**src/rtl/instr_fetch.sv**
```systemverilog
// Instruction fetch stage with IF/ID register for the 16-bit MEPHI CPU.
// Owns the PC, issues req/ack word reads, absorbs stalls in a one-entry skid register.
//
// state | meaning
// IDLE  | out of reset, no request; next edge starts fetching at pc
// REQ   | request at req_addr outstanding; ack loads IF/ID or the skid
// HOLD  | skid full while downstream stalls, no request issued
// DRAIN | redirected mid-request; wait out the old ack and discard it
module instr_fetch #(
    parameter int            AW       = 16,
    parameter logic [AW-1:0] RESET_PC = '0
) (
    input  logic          clk,
    input  logic          rst,
    output logic          imem_req,
    output logic [AW-1:0] imem_addr,
    input  logic          imem_ack,
    input  logic [15:0]   imem_rdata,
    input  logic          stall,
    input  logic          redirect,
    input  logic [AW-1:0] redirect_pc,
    output logic [15:0]   instr,
    output logic          instr_valid,
    output logic [AW-1:0] instr_pc,
    output logic [AW-1:0] pc_plus1
);

    localparam logic [15:0]   NOP = 16'hC000;
    localparam logic [AW-1:0] ONE = AW'(1);

    typedef enum logic [1:0] {IDLE, REQ, HOLD, DRAIN} state_t;

    state_t        state, state_nxt;
    logic [AW-1:0] pc, pc_nxt;
    logic [AW-1:0] req_addr, req_addr_nxt;
    logic [15:0]   skid_instr;
    logic [AW-1:0] skid_pc;
    logic          skid_full;
    logic          load_mem, load_skid, fill_skid;

    assign imem_addr = req_addr;

    always_ff @(posedge clk or posedge rst) begin
        if (rst) state <= IDLE;
        else     state <= state_nxt;
    end

    always_comb begin
        state_nxt    = state;
        imem_req     = 1'b0;
        load_mem     = 1'b0;
        load_skid    = 1'b0;
        fill_skid    = 1'b0;
        req_addr_nxt = req_addr;
        case (state)
            IDLE: begin
                state_nxt    = REQ;
                req_addr_nxt = redirect ? redirect_pc : pc;
            end
            REQ: begin
                imem_req = 1'b1;
                if (redirect) begin
                    // With no ack the old request must be held until it completes
                    if (imem_ack) req_addr_nxt = redirect_pc;
                    else          state_nxt    = DRAIN;
                end else if (imem_ack) begin
                    if (stall) begin
                        fill_skid = 1'b1;
                        state_nxt = HOLD;
                    end else begin
                        load_mem     = 1'b1;
                        req_addr_nxt = req_addr + ONE;
                    end
                end
            end
            HOLD: begin
                if (redirect) begin
                    state_nxt    = REQ;
                    req_addr_nxt = redirect_pc;
                end else if (!stall && skid_full) begin
                    load_skid    = 1'b1;
                    state_nxt    = REQ;
                    req_addr_nxt = skid_pc + ONE;
                end
            end
            DRAIN: begin
                imem_req = 1'b1;
                if (!redirect && imem_ack) begin
                    state_nxt    = REQ;
                    req_addr_nxt = pc;
                end
            end
            default: state_nxt = IDLE;
        endcase
    end

    always_comb begin
        pc_nxt = pc;
        if (redirect)       pc_nxt = redirect_pc;
        else if (load_mem)  pc_nxt = req_addr + ONE;
        else if (load_skid) pc_nxt = skid_pc + ONE;
    end

    always_ff @(posedge clk or posedge rst) begin
        if (rst) begin
            pc         <= RESET_PC;
            req_addr   <= RESET_PC;
            skid_full  <= 1'b0;
            skid_instr <= NOP;
            skid_pc    <= '0;
        end else begin
            pc       <= pc_nxt;
            req_addr <= req_addr_nxt;
            if (redirect) begin
                skid_full <= 1'b0;
            end else if (fill_skid) begin
                skid_full  <= 1'b1;
                skid_instr <= imem_rdata;
                skid_pc    <= req_addr;
            end else if (load_skid) begin
                skid_full <= 1'b0;
            end
        end
    end

    always_ff @(posedge clk or posedge rst) begin
        if (rst) begin
            instr       <= NOP;
            instr_valid <= 1'b0;
            instr_pc    <= '0;
            pc_plus1    <= ONE;
        end else if (redirect) begin
            instr       <= NOP;
            instr_valid <= 1'b0;
        end else if (load_mem) begin
            instr       <= imem_rdata;
            instr_valid <= 1'b1;
            instr_pc    <= req_addr;
            pc_plus1    <= req_addr + ONE;
        end else if (load_skid) begin
            instr       <= skid_instr;
            instr_valid <= 1'b1;
            instr_pc    <= skid_pc;
            pc_plus1    <= skid_pc + ONE;
        end else if (!stall) begin
            // Killed or missing fetch becomes a bubble; its PC fields keep the last value
            instr       <= NOP;
            instr_valid <= 1'b0;
        end
    end

endmodule
```
**config.mk**
```make
export PLATFORM = sky130hd
export DESIGN_NAME = instr_fetch
export DESIGN_NICKNAME = d
export VERILOG_FILES = /design/src/rtl/instr_fetch.sv
export SDC_FILE = /design/constraint.sdc
export NUM_CORES = 1
export LEC_CHECK = 0
export ABC_AREA = 0
export CAP_MARGIN = 10
export CORE_MARGIN = 2
export CORE_UTILIZATION = 54
export CTS_CLUSTER_DIAMETER = 150
export DETAILED_ROUTE_END_ITERATION = 10
export PLACE_DENSITY = 0.9
export SLEW_MARGIN = 15
export SYNTH_ARGS = -nofsm -noshare
export SYNTH_HDL_FRONTEND = slang
export SYNTH_SLANG_ARGS = --single-unit
```
**constraint.sdc**
```tcl
create_clock -name clk -period 4.75 [get_ports clk]
set_clock_uncertainty 0.15 [all_clocks]
set_input_delay 0.7125 -clock clk [delete_from_list [all_inputs] [get_ports clk]]
set_output_delay 0.7125 -clock clk [all_outputs]
set_load 0.1 [all_outputs]
```
* After elaboration in Yosys (flattened, before gate mapping)
Index checks and enable logic that the tools add are counted.
Storage, ports and cells: register bits 116, latch bits 0, memory bits (writable) 0, bits in read-only memories 0, word-level logic and storage cells 82, memories 0
Operators by class: add/sub/neg operators 2, $mul 0, divide/modulo/power cells 0, magnitude comparators 0, equality and inequality tests 11, shifts and indexed selects 0, multiplexer cells 45, bitwise logic cells 1, reductions and logical operators 13
Operator list (count):
- 2-to-1 mux 16 bit | 17
- one-hot mux 16 bit (4 select lines) | 1
- adder 16 x 1 -> 16 bit (second input constant) | 2
- 2-to-1 mux 1 bit | 19
- != test 3 bit (second input constant) | 5
- 2-to-1 mux 2 bit | 7
- one-hot mux 2 bit (4 select lines) | 1
- nonzero test 3 bit | 2
- AND reduction 5 bit | 1
- == test 2 bit (second input constant) | 2
- != test 2 bit (second input constant) | 2
- != test 4 x 1 -> 1 bit (second input constant) | 1
- AND reduction 2 bit | 2
- AND reduction 4 bit | 1
- == test 2 x 1 -> 1 bit (second input constant) | 1
- logical AND 1 bit | 2
- zero test 1 bit | 2
- zero test 2 bit | 1
- nonzero test 2 bit | 1
- OR reduction 2 bit | 1
- NOT 1 bit | 1

* Depth between registers and ports, before layout
Gate-level depths: netlist of the first run.
depth after elaboration 8, gate-level depth with buffers 7, gate-level depth less buffers 6

* Worst setup path before layout of the first run
No wires, ideal clock.
path type register -> register, start reg req_addr[1] (netlist: imem_addr[1]), end reg pc[10], setup time 126 ps, data arrival time 2417 ps, required time 4474 ps, path slack 2057 ps, stages on the path, launching flop included 7, period minus slack after synthesis 2693 ps, path through dfrtp_1 > ha_1 > nand3_4 > nor3_1 > xnor2_1 > mux2i_1 > a221o_1
Between the ends: cells in the longest elaborated chain, start to end 3
RTL lines:
- start: declaration | line 35 | logic [AW-1:0] req_addr, req_addr_nxt;
- start signal: assignment | line 113 | req_addr <= req_addr_nxt;
- adder 16 x 1 -> 16 bit | line 100 | else if (load_mem) pc_nxt = req_addr + ONE;
- 2-to-1 mux 16 bit | line 100
- 2-to-1 mux 16 bit | line 99 | if (redirect) pc_nxt = redirect_pc;
- end signal: assignment | line 112 | pc <= pc_nxt;
- end: declaration | line 34 | logic [AW-1:0] pc, pc_nxt;
Every way passes these cells. A chain may end at the register's enable or synchronous reset.

* Worst setup path in the final report of the first run
start reg state[0], end out imem_req
Between the ends: cells in the longest elaborated chain, start to end 3, elaborated cells on any way between the ends 4, those cells by class eq/ne (2); mux (1); reduce/logical (1)
RTL lines:
- start: declaration | line 33 | state_t state, state_nxt;
- start signal: assignment | line 45 | else state <= state_nxt;
- == test 2 bit / == test 2 x 1 -> 1 bit (equally long branches) | line 55 | case (state)
- OR reduction 2 bit (no line) *
- 2-to-1 mux 1 bit * | line 55
- end: declaration | line 15 | output logic imem_req,
Mark *: on every way between the ends. The rest lies on a longest branch, timed or not.

==> results.md, run 1 <==
- Startpoint types: flip-flop
- Cell Rows: 39
- Die Area: 12800 um2
- # port buffers: 102
- CP delay by family, top: buffers and inverters
- Core area: 11500 um2
- Most common cell after layout, fill and taps aside: nand2_1
- Worst r2r src: state[0]
- Worst Path Arrival: 2.66 ns
- Grt peak-use layer: met2
- P&R area growth vs syn: 25.4%
- CP Depth: 1
- WL/cell: 21.7 um
- LEAKAGE: 3.29 nW
- N_diodes: 0
- Final instance area: 8040 um2
- Vert. Die Dim: 113 um
- HPWL Detailed: 13300 um
- Relative slew slack: 16.6%
- Power, Total: 6.06 mW
- Post-synthesis sequential area ratio: 45.4%
- Hold Crit Depth: 2
- Final cell count without fillers: 923
- I/O pin cnt: 103
- Initial core utilization: 55.6%
- Vias/cell: 6.53
- Total GRT Usage: 31.9%
- Final hold viol count: 0
- Unrepaired setup endpoints after global routing: false
- Synthesized instance count: 686
- CTS clk-pin slew, worst paths: 0.05 ns
- Post-synth top area share: 43.4%
- Hold_sp: pc_plus1[0]
- CTS resizes: 0
- Grt met2 use: 50.7%
- Post-synth EDFFs: 0
- Flops & latches, synth: 116
- CTS buffer count: 17
- Initial antenna violation count: 0
- Final worst-path cycle share: 74.1%
- Setup TNS: 0 ns
- Worst-Margin Slew: 1.25 ns
- Placed Area: 7460 um2
- Final setup fails: 0
- Syn Area/Cell: 9.34 um2
- Final worst setup slack: 1.23 ns
- Critical Path Fanout Max: 26
- Antenna-violating nets left: 0
- Routing usage on met1: 41.4%
- WP data required: 3.89 ns
- # nets final: 806
- Worst min-delay path endpoint: pc_plus1[0]
- CTS Buffer Depth: 2
- HP Class: reg2reg
- Status: finished with violations
- CP peak stage delay: 1.29 ns
- Power Density: 755 nW/um2
- Kind of end point of the critical path: primary output
- Worst vdd ir: 392 uV
- Worst Path Class, Setup: reg2out
- Clock sinks: 116
- DP Cell Count: 891
- Ys Warns: 0
- Async set-reset flop share out of synthesis: 100%
- Post-synth top area cell: dfrtp_1
- CP cell instances: clkdlybuf4s50_1
- First-pass GRT wire length: 31900 um
- Drt initial violations: 820
- CP Buf/Inv Count: 1
- Total number of vias: 6031
- Largest net degree at the start of global routing: 64
- Post-Place Worst Slack: 1.15 ns
- Min Clock Period, post-route: 3.52 ns
- Hold buffers post-CTS: 0
- Layout cells sized above 1: 13.8%
- Fin. max-slew vios: 0
- Die Wd: 113 um
- Prevailing post-synth register cell: dfrtp_1
- Distinct cells, synth: 66
- Fmax: 284 MHz
- R2R Setup Slk: 1.70 ns
- Syn_nets: 725
- Synth Cell Area: 6410 um2
- Most frequent cells in the layout: nand2_1, dfrtp_1, clkdlybuf4s50_1
- WL final: 20000 um
- Gpl congestion: 0.955
- Grt total ovfl: 0
- Worst skew pair latency: 0.42 ns
- Worst-case reg-to-reg path depth: 5
- Crit path max-delay cell type: clkdlybuf4s50_1
- CTS Root Cell: clkbuf_16
- Number of global-route vias before repair: 5971
- DRC errors left: 9
- Htree depth: 4
- Pre-antenna DRT Iters: 9
- GRT met3 Usage: 7.82%
- Violated checks: DRC
- Post-CTS Setup Bufs: 0
- TritonCTS clock tree: built
- Synth top area cells: dfrtp_1, nand2_1, mux2_2, o21ai_0, nand3_1
- Reg-to-Reg End: pc[1]
- Max Cap Viol: 0
-- how the worst max path moves through the flow --
stage / start / slack (ns) / endpoint
floorplan: rst / 0.82 / imem_addr[0]
global placement: redirect / 1.29 / pc[7]
detailed placement: redirect / 1.15 / pc[7]
CTS: state[0] / 1.27 / imem_req
global route: state[0] / 1.19 / imem_req
finish: state[0] / 1.23 / imem_req
-- logic make-up (layout without fill, tap and decap cells) --
family	Yosys count	after routing	share of synthesized area [%]
flops	116	116	45.4
mux	43	43	7.46
buf+inv	65	159	4.65
simple gates	268	268	20.6
fa+ha+maj	2	2	0.390
compound gates	166	166	17.9
xor+xnor	26	26	3.55
-- power breakdown --
part	leakage (nW)	switching (mW)	total, mW	internal (mW)
Clock	0.268	0.486	1.25	0.761
Sequential	1.41	0.484	1.83	1.35
Combinational	1.61	2.18	2.99	0.806
-- synth_stat cells, types with 3 or more instances --
library cell	n
a21oi_1	17
a221o_1	4
a221oi_1	3
a22o_1	3
a22oi_1	17
a31oi_1	19
a32o_1	6
buf_2	31
buf_4	3
clkbuf_1	14
clkbuf_2	3
dfrtp_1	111
dfstp_2	5
inv_1	13
mux2_2	34
mux2i_1	8
nand2_1	129
nand2b_1	5
nand3_1	37
nand4_4	3
nor2_1	45
nor2b_1	4
nor3_1	11
nor4_1	7
o211ai_1	16
o21a_1	7
o21ai_0	41
o21ai_2	3
o221ai_1	4
o22ai_1	8
or3_1	3
xnor2_1	14
xor2_1	12
-- registers in the layout (all words and copies together), names as in the netlist, 2 cells and up --
signal / flops
imem_addr: 16
instr: 16
instr_pc: 16
pc: 16
pc_plus1: 16
skid_instr: 16
skid_pc: 16
state: 2
-- layout make-up --
cell class,count,area (um2)
Multi-Input combinational cell,505,3210
Fill cell,892,3480
Clock buffer,21,470
Timing Repair Buffer,114,1110
Tap cell,143,179
Inverter,13,51.3
Clock inverter,11,104
Sequential cell,116,2910
-- routing by layer --
metal  share of wire, %  vias to the layer above
met2                 47                      427
met5                  0                        -
met3                9.9                       85
li1                   -                     2624
met1                 39                     2895
met4                4.3                        0
-- per-stage QoR --
stage / utilization (%) / hold slack, ns
6_report: 69.8 / 0.317
2_1_floorplan: - / 0.306
5_1_grt: 69.8 / 0.331
3_5_place_dp: 64.8 / 0.302
4_1_cts: 69.8 / 0.318
3_3_place_gp: 64.8 / 0.305
(Power assumes the default switching activity.)
==> run 2: changes to the inputs <==
==> constraint.sdc (replaced) <==
create_clock -name clk -period 3.5 [get_ports clk]
set_clock_uncertainty 0.15 [all_clocks]
set_input_delay 0.525 -clock clk [delete_from_list [all_inputs] [get_ports clk]]
set_output_delay 0.525 -clock clk [all_outputs]
set_load 0.1 [all_outputs]
==> run 2 against run 1 <==
The flow still finishes with violations (DRC). Global-route usage fell by 0.50 points. Count of clock-buffer cells in the layout up 5. Combinational power rose by 34%. Worst setup slack worse by 0.46 ns. Critical endpoint is now imem_addr[14]. Non-clock buffer count increased by 12. Critical path type is now reg2reg. Via count fell by 1.6%. Core utilization rose by 0.076 points. Routed wire length shrank 2.5%. Sequential power rose by 36%.
==> results.md, run 2 (synthesis gave the netlist of run 1 again) <==
- Final worst-path cycle share: 78.0%
- Clk pwr share: 19.8%
- Fmax: 366 MHz
- Switching portion of total power: 51.7%
- Critical Path Fanout Max: 20
- Share of power burned in registers: 30.6%
- Worst Path Class, Setup: reg2reg
- TritonCTS clock tree: built
- HPWL Detailed: 13400 um
- Largest net degree at the start of global routing: 117
- LEAKAGE: 3.37 nW
- Worst skew pair latency: 0.42 ns
- Reg-to-Reg End: imem_addr[14]
- CTS Root Cell: clkbuf_16
- Initial core utilization: 55.6%
- Most frequent cells in the layout: nand2_1, dfrtp_1, clkdlybuf4s50_1
- Power Density: 1000 nW/um2
- Startpoint types: flip-flop
- Total GRT Usage: 31.4%
- Gpl congestion: 0.930
- I/O pin cnt: 103
- Violated checks: DRC
- Final hold viol count: 0
- Min Hold Slack: 0.324 ns
- CP delay by family, top: simple AND/OR/NAND/NOR gates
- Post-CTS Setup Bufs: 0
- # nets final: 818
- Total number of vias: 5932
- Combinational Power Share: 49.6%
- Kind of end point of the critical path: flip-flop
- # port buffers: 102
- HP Class: reg2reg
- Core area: 11500 um2
- Worst vdd ir: 541 uV
- P&R area growth vs syn: 25.5%
- Relative slew slack: 19.0%
- Internal: 3.90 mW
- CTS Buffer Depth: 2
- Status: finished with violations
- Crit path max-delay cell type: nor2_1
- WL final: 19500 um
- Unrepaired setup endpoints after global routing: false
- Clock sinks: 116
- Grt total ovfl: 0
- Htree depth: 4
- Vert. Die Dim: 113 um
- DRC errors left: 6
- Switch Pwr: 4.18 mW
- First-pass GRT wire length: 31100 um
- CP cell instances: buf_4 -> nor2_1 -> o211ai_1 -> a32o_1
- Worst-Margin Slew: 1.21 ns
- Crit path launch: state[0]
- Antenna-violating nets left: 0
- Cell Rows: 39
- N_diodes: 0
- Hold_sp: pc_plus1[4]
- Most common cell after layout, fill and taps aside: nand2_1
- Hold Crit Depth: 2
- Hold buffers post-CTS: 0
- Die Area: 12800 um2
- Drt initial violations: 628
- R2R Setup Slk: 0.77 ns
- Worst r2r src: state[0]
- Number of global-route vias before repair: 5829
- Min Clock Period, post-route: 2.73 ns
- Pre-antenna DRT Iters: 8
- CTS clk-pin slew, worst paths: 0.05 ns
- Max Cap Viol: 0
- Fin. max-slew vios: 0
- CTS buffer count: 17
- CTS resizes: 0
- Worst-case reg-to-reg path depth: 4
- Layout cells sized above 1: 17.2%
- Initial antenna violation count: 0
- Setup TNS: 0 ns
- Vias/cell: 6.34
- CP peak stage delay: 0.94 ns
- Worst min-delay path endpoint: pc_plus1[4]
- WP data required: 3.65 ns
- Die Wd: 113 um
- CP Buf/Inv Count: 1
- WL/cell: 20.8 um
- Worst Path Arrival: 2.88 ns
- Final setup fails: 0
[run 2: final cells by class]
type / count / area [um2]
clock buffers: 26 / 479
clock inverters: 6 / 55.1
fillers: 895 / 3470
inverters: 13 / 52.6
multi-input cells: 505 / 3210
flip-flops and latches: 116 / 2910
well taps: 143 / 179
repair buffers: 126 / 1160
[run 2: layer usage]
| layer | part of all wire, % | routed length, um | global-route usage (%) |
|---|---|---|---|
| met5 | 0 | 0 | 0 |
| met1 | 40 | 7810 | 40.9 |
| met2 | 47 | 9190 | 51.2 |
| met4 | 4.1 | 790 | 14.7 |
| met3 | 8.7 | 1700 | 6.00 |
[run 2: per-stage QoR]
| step | setup WS (ns) | power, mW | cell area [um2] | instances | utilization, % |
|---|---|---|---|---|---|
| after floorplan | 0.807 | 5.41 | 6410 | 686 | - |
| after global placement | 0.612 | 6.39 | 7510 | 903 | 65.2 |
| after detailed placement | 0.597 | 6.46 | 7510 | 903 | 65.2 |
| after CTS | 0.838 | 8.07 | 8040 | 935 | 69.9 |
| after global routing | 0.672 | 8.38 | 8040 | 935 | 69.9 |
| final | 0.770 | 8.08 | 8040 | 935 | 69.9 |
[run 2: worst reg2reg max path, cell delays in order, from the launching register on]
cell	delay (ns)
dfrtp_1	0.62
buf_4	0.35
nor2_1	0.94
o211ai_1	0.22
a32o_1	0.33
[run 2: worst max-delay path by stage]
stage,end,slack (ns),depth (start not counted)
after floorplan,pc[10],0.81,6
after global placement,imem_addr[9],0.61,6
after detailed placement,imem_addr[9],0.60,6
after CTS,pc_plus1[7],0.84,1
after global routing,imem_addr[14],0.67,4
final,imem_addr[14],0.77,4
[run 2: power by group through the flow]
| stage | registers (mW) | logic, mW | clock network (mW) |
|---|---|---|---|
| final | 2.48 | 4.01 | 1.60 |
| after global routing | 2.54 | 4.18 | 1.66 |
| after CTS | 2.46 | 4.00 | 1.60 |
| after detailed placement | 2.47 | 3.99 | 0 |
| after global placement | 2.45 | 3.94 | 0 |
| after floorplan | 4.19 | 1.22 | 0 |
